`src/rtl/serial_adder.sv`:
```
// Bit-serial ripple adder (A = D + B), one full-adder slice plus a carry flop, LSB first.
// Latency: start accepted at edge k -> sum bits in the cycles after edges k..k+WIDTH-1, done after edge k+WIDTH.
// Backpressure: none; start is ignored while busy and accepted in IDLE or in the DONE cycle.
//
// Ports:
//   clk, rst          rising-edge clock, synchronous active-high reset
//   start, a, b, cin  operand pair and carry-in, latched on an accepted start
//   busy              high while bits are being processed
//   s_bit, s_valid    serial sum stream, LSB first, one bit per cycle
//   sum, cout, done   parallel result and carry-out, valid on the done pulse and held afterwards
module serial_adder #(
  parameter int WIDTH = 8
) (
  input  logic             clk,
  input  logic             rst,
  input  logic             start,
  input  logic [WIDTH-1:0] a,
  input  logic [WIDTH-1:0] b,
  input  logic             cin,
  output logic             busy,
  output logic             s_bit,
  output logic             s_valid,
  output logic [WIDTH-1:0] sum,
  output logic             cout,
  output logic             done
);

  localparam int CW = (WIDTH > 1) ? $clog2(WIDTH) : 1;

  typedef enum logic [1:0] {
    IDLE = 2'd0,
    RUN  = 2'd1,
    DONE = 2'd2
  } state_t;

  state_t           state_q;
  logic [WIDTH-1:0] sh_a_q;
  logic [WIDTH-1:0] sh_b_q;
  logic             carry_q;
  logic [CW-1:0]    cnt_q;
  logic [WIDTH-1:0] sum_q;
  logic             cout_q;
  logic             busy_q;
  logic             done_q;

  // Single full-adder slice working on the current LSBs of the shift registers.
  logic bit_d;
  logic carry_d;

  always_comb begin
    bit_d   = sh_a_q[0] ^ sh_b_q[0] ^ carry_q;
    carry_d = (sh_a_q[0] & sh_b_q[0]) | (carry_q & (sh_a_q[0] ^ sh_b_q[0]));
  end

  always_ff @(posedge clk) begin
    if (rst) begin
      state_q <= IDLE;
      sh_a_q  <= '0;
      sh_b_q  <= '0;
      carry_q <= 1'b0;
      cnt_q   <= '0;
      sum_q   <= '0;
      cout_q  <= 1'b0;
      busy_q  <= 1'b0;
      done_q  <= 1'b0;
    end else begin
      case (state_q)
        IDLE: begin
          done_q <= 1'b0;
          if (start) begin
            sh_a_q  <= a;
            sh_b_q  <= b;
            carry_q <= cin;
            cnt_q   <= '0;
            sum_q   <= '0;
            busy_q  <= 1'b1;
            state_q <= RUN;
          end
        end

        RUN: begin
          sum_q   <= {bit_d, sum_q[WIDTH-1:1]};
          sh_a_q  <= sh_a_q >> 1;
          sh_b_q  <= sh_b_q >> 1;
          carry_q <= carry_d;
          cnt_q   <= cnt_q + CW'(1);
          if (cnt_q == CW'(WIDTH - 1)) begin
            cout_q  <= carry_d;
            busy_q  <= 1'b0;
            done_q  <= 1'b1;
            state_q <= DONE;
          end
        end

        DONE: begin
          done_q <= 1'b0;
          // A start in the done cycle chains straight into the next operation.
          if (start) begin
            sh_a_q  <= a;
            sh_b_q  <= b;
            carry_q <= cin;
            cnt_q   <= '0;
            sum_q   <= '0;
            busy_q  <= 1'b1;
            state_q <= RUN;
          end else begin
            state_q <= IDLE;
          end
        end

        default: begin
          busy_q  <= 1'b0;
          done_q  <= 1'b0;
          state_q <= IDLE;
        end
      endcase
    end
  end

  // The serial bit is the slice output for the bit about to be committed. It is a
  // pure decode of flops (no input path), so bit 0 is presented in the cycle right
  // after the accepting edge and the last bit is gone by the time done rises.
  assign s_valid = busy_q;
  assign s_bit   = busy_q & bit_d;
  assign busy    = busy_q;
  assign sum     = sum_q;
  assign cout    = cout_q;
  assign done    = done_q;

endmodule

```
`config.mk`:
```
export PLATFORM = sky130hd
export DESIGN_NAME = serial_adder
export DESIGN_NICKNAME = d
export VERILOG_FILES = /design/src/rtl/serial_adder.sv
export SDC_FILE = /design/constraint.sdc
export NUM_CORES = 1
export LEC_CHECK = 0
export ABC_CLOCK_PERIOD_IN_PS = 1300
export CAP_MARGIN = 20
export CORE_MARGIN = 10
export CORE_UTILIZATION = 45
export DETAILED_ROUTE_END_ITERATION = 10
export GPL_TIMING_DRIVEN = 0
export PLACE_DENSITY = 0.75
export SETUP_SLACK_MARGIN = 0.02
export SYNTH_ARGS = -nofsm -noshare
export SYNTH_HDL_FRONTEND = slang
export SYNTH_SLANG_ARGS = --single-unit
export TNS_END_PERCENT = 5
```
`constraint.sdc`:
```
create_clock -name clk -period 1.3 [get_ports clk]
set_input_delay 0.39 -clock clk [delete_from_list [all_inputs] [get_ports clk]]
set_output_delay 0.39 -clock clk [all_outputs]
set_load 0.005 [all_outputs]
```
==> reports/qor.csv <==
metric,value,unit
GR Overflow Total,0,
global-route wire length before repair,6.251,mm
num rows,20,
CTS H-Tree Depth,2,
max-slew violation count,0,
DRT iter0 DRCs,83,
Internal,1.802,mW
Avg WL per Cell,15.12,um
routing usage on met2,0.1924,
Ant. Diodes,0,
CTS max path bufs,2,
WHS Path Cells,2,
setup violators final,3,
combinational share of power,0.207,
worst reg-to-reg setup slack,-0.08,ns
IO Port Bufs,31,
clock share of power,0.328,
Final min period,1.833,ns
Syn Nets,180,
DRT Wirelength,3.628,mm
clock root buffer,clkbuf_4,
syn_area_per_cell,9.603,um^2
number of global-route vias before repair,1265,
IO Count,33,
chip width,77.88,um
Pleak,0.7866,nW
Max-cap violations,0,
RSZ-0062 raised after global routing,yes,
"Clk pin slew, worst setup/hold paths",0.10,ns
count of cell types in the netlist,25,
layout cells sized above 1,0.3929,
Post-CTS Setup Inserts,0,
non-filler instance count after layout,240,
Die Height,77.88,um
DP Cell Count,232,
vias per cell,5.333,
die area,6065,um^2
via count,1280,
Post-Syn Area,1508,um^2
Worst Hold End,state_q[1],
VDD IR max,747.4,uV
drt pass-1 iters,4,
hold crit path type,primary input to register,
Area Overhead vs Synth,36.27,%
fill count,252,
"Req. time, crit path",0.91,ns
final hold vios,0,
clock sinks,33,
critical path class,register to output pin,
cts-stage hold buffer count,0,
yosys warns,0,
Residual DRC,0,
clk_lat worst skew,0.33,ns
Worst R2R Start,state_q[0],
Fin Clk Skew,0.01013,ns
P per Cell Area,1183,nW/um^2
outcome,"finished, violations left",
antenna-violating nets left,0,
Max Freq,545.7,MHz
hold path start,rst,
Seq cells post-synth,33,
sequential power share,0.466,
met1 usage,0.1569,
CP Capture Type,output pin,
R2R depth,6,
setup TNS,-0.6186,ns
actual slew at the worst max-slew pin,0.6784,ns
violated checks,setup timing,
Initial Util,0.4820,
switching power,0.6274,mW
routability cong.,0.7741,
Slew headroom,0.5477,
CP Launch Type,register,
Sw Ratio,0.2582,
TritonCTS clock tree,yes,
CTS buffer count,5,
antenna violations before repair,0,
most used routing layer,met2,
M3 GR Usage,0.04263,
Nets,218,
total core area,3128,um^2
"Max FO, Critical Path",2,
pin count of the biggest net entering global routing,11,
final worst slack,-0.5326,ns
register area share after synthesis,0.4382,
Post-Syn Instances,157,
critical path arrival,1.44,ns
Global Route Usage Sum,0.1233,
Final period util,1.410,
worst r2r dst,sh_b_q[0],
Detailed Place HPWL,2.513,mm
critical path, stage by stage, from the launching register on:
cell	delay (ns)
dfxtp_2	0.34
inv_2	0.04
fa_2	0.57
nor2b_1	0.05
buf_2	0.12
sequential cells by signal, indices dropped and copies added, names as in the netlist:
name / cells
carry_q: 1
sh_b_q: 8
busy: 1
cnt_q: 3
sh_a_q: 8
done: 1
cout: 1
sum: 8
state_q: 2
routing by layer:
metal,share of wire,up-vias,wire length [um]
met5,0,-,0
met4,0.012,0,43
met3,0.045,4,162
met2,0.49,30,1778
met1,0.45,613,1643
li1,-,633,-
metrics by stage:
stage	utilization	cell area (um^2)	power, mW	worst slack, ns	hold slack (ns)
finish	0.6568	2054	2.430	-0.5326	0.3761
global route	0.6568	2054	2.544	-0.5770	0.3773
CTS	0.6296	1969	2.407	-0.5528	0.3590
detailed placement	0.5992	1874	1.593	-0.5926	0.4593
global placement	0.5992	1874	1.580	-0.5969	0.4539
floorplan	-	1509	1.439	-0.04208	0.4476
synth_stat cells (all sizes together):
| cell type | count | share of area |
|---|---|---|
| ha | 2 | 0.017 |
| a311oi | 1 | 0.0058 |
| a21oi | 16 | 0.053 |
| buf | 12 | 0.058 |
| mux2i | 15 | 0.10 |
| and2b | 1 | 0.0050 |
| nor3b | 1 | 0.0050 |
| clkbuf | 4 | 0.010 |
| a211oi | 15 | 0.11 |
| nand3 | 13 | 0.043 |
| nand2 | 13 | 0.034 |
| nor2 | 3 | 0.0075 |
| inv | 4 | 0.010 |
| nor2b | 2 | 0.013 |
| dfxtp | 33 | 0.44 |
| o21bai | 1 | 0.0050 |
| nand2b | 4 | 0.022 |
| fa | 1 | 0.013 |
| nor3 | 16 | 0.053 |
cell families (layout without fill, tap and decap cells):
family / count (synthesis) / in the layout / synth area share
simple gates: 53 / 53 / 0.1826
compound gates: 33 / 33 / 0.1718
flops: 33 / 33 / 0.4382
buf+inv: 20 / 59 / 0.07800
mux: 15 / 15 / 0.09958
fa+ha+maj: 3 / 3 / 0.02987
worst max-delay path by stage:
stage              start     to  slack (ns)  depth (start not counted)
2_1_floorplan    carry_q  s_bit       -0.04                          3
3_3_place_gp   sh_b_q[0]  s_bit       -0.60                          4
3_5_place_dp   sh_b_q[0]  s_bit       -0.59                          4
4_1_cts          carry_q  s_bit       -0.55                          4
5_1_grt          carry_q  s_bit       -0.58                          4
6_report         carry_q  s_bit       -0.53                          4
power groups by stage:
| stage | Combinational [mW] | Sequential [mW] | Clock [mW] |
|---|---|---|---|
| global placement | 0.441 | 1.14 | 0 |
| floorplan | 0.307 | 1.13 | 0 |
| CTS | 0.464 | 1.13 | 0.817 |
| global route | 0.552 | 1.14 | 0.852 |
| finish | 0.502 | 1.13 | 0.796 |
| detailed placement | 0.449 | 1.14 | 0 |
cells in the final DEF (no fill, tap or decap), types with 2 or more instances in the layout:
cell             netlist  layout
nor3_1                16       7
buf_6                  4       4
dfxtp_2                0      14
buf_8                  0       3
dfxtp_1               33      18
a21oi_1               16      12
clkbuf_4               0       7
nor3_2                 0       8
buf_4                  1       3
buf_2                  7      10
clkdlybuf4s50_1        0      17
nor2_1                 3       2
nand2_1               12      12
inv_1                  4       3
nand3_1               13      13
nand2b_1               3       3
a21oi_2                0       4
clkbuf_1               4       5
a211oi_2              10      11
mux2i_1               15      15
a211oi_1               5       4
cell type report:
| cell class | count | area, um^2 | share of cell area |
|---|---|---|---|
| clock buffer | 7 | 55.05 | 0.02680 |
| tap | 44 | 55.05 | 0.02680 |
| multi-input combinational | 104 | 808.3 | 0.3934 |
| buffer | 16 | 151.4 | 0.07369 |
| sequential | 33 | 681.9 | 0.3319 |
| clock inverter | 1 | 30.03 | 0.01462 |
| timing repair buffer | 31 | 257.7 | 0.1255 |
| inverter | 4 | 15.01 | 0.007308 |
what timing repair did:
| item | in CTS | in global routing |
|---|---|---|
| endpoints found under the hold margin | 0 | 0 |
| gates resized for setup | 65 | 31 |
| pin swaps | 1 | 12 |
| endpoints found under the setup margin | 32 | 33 |
(Power assumes the default switching activity.)
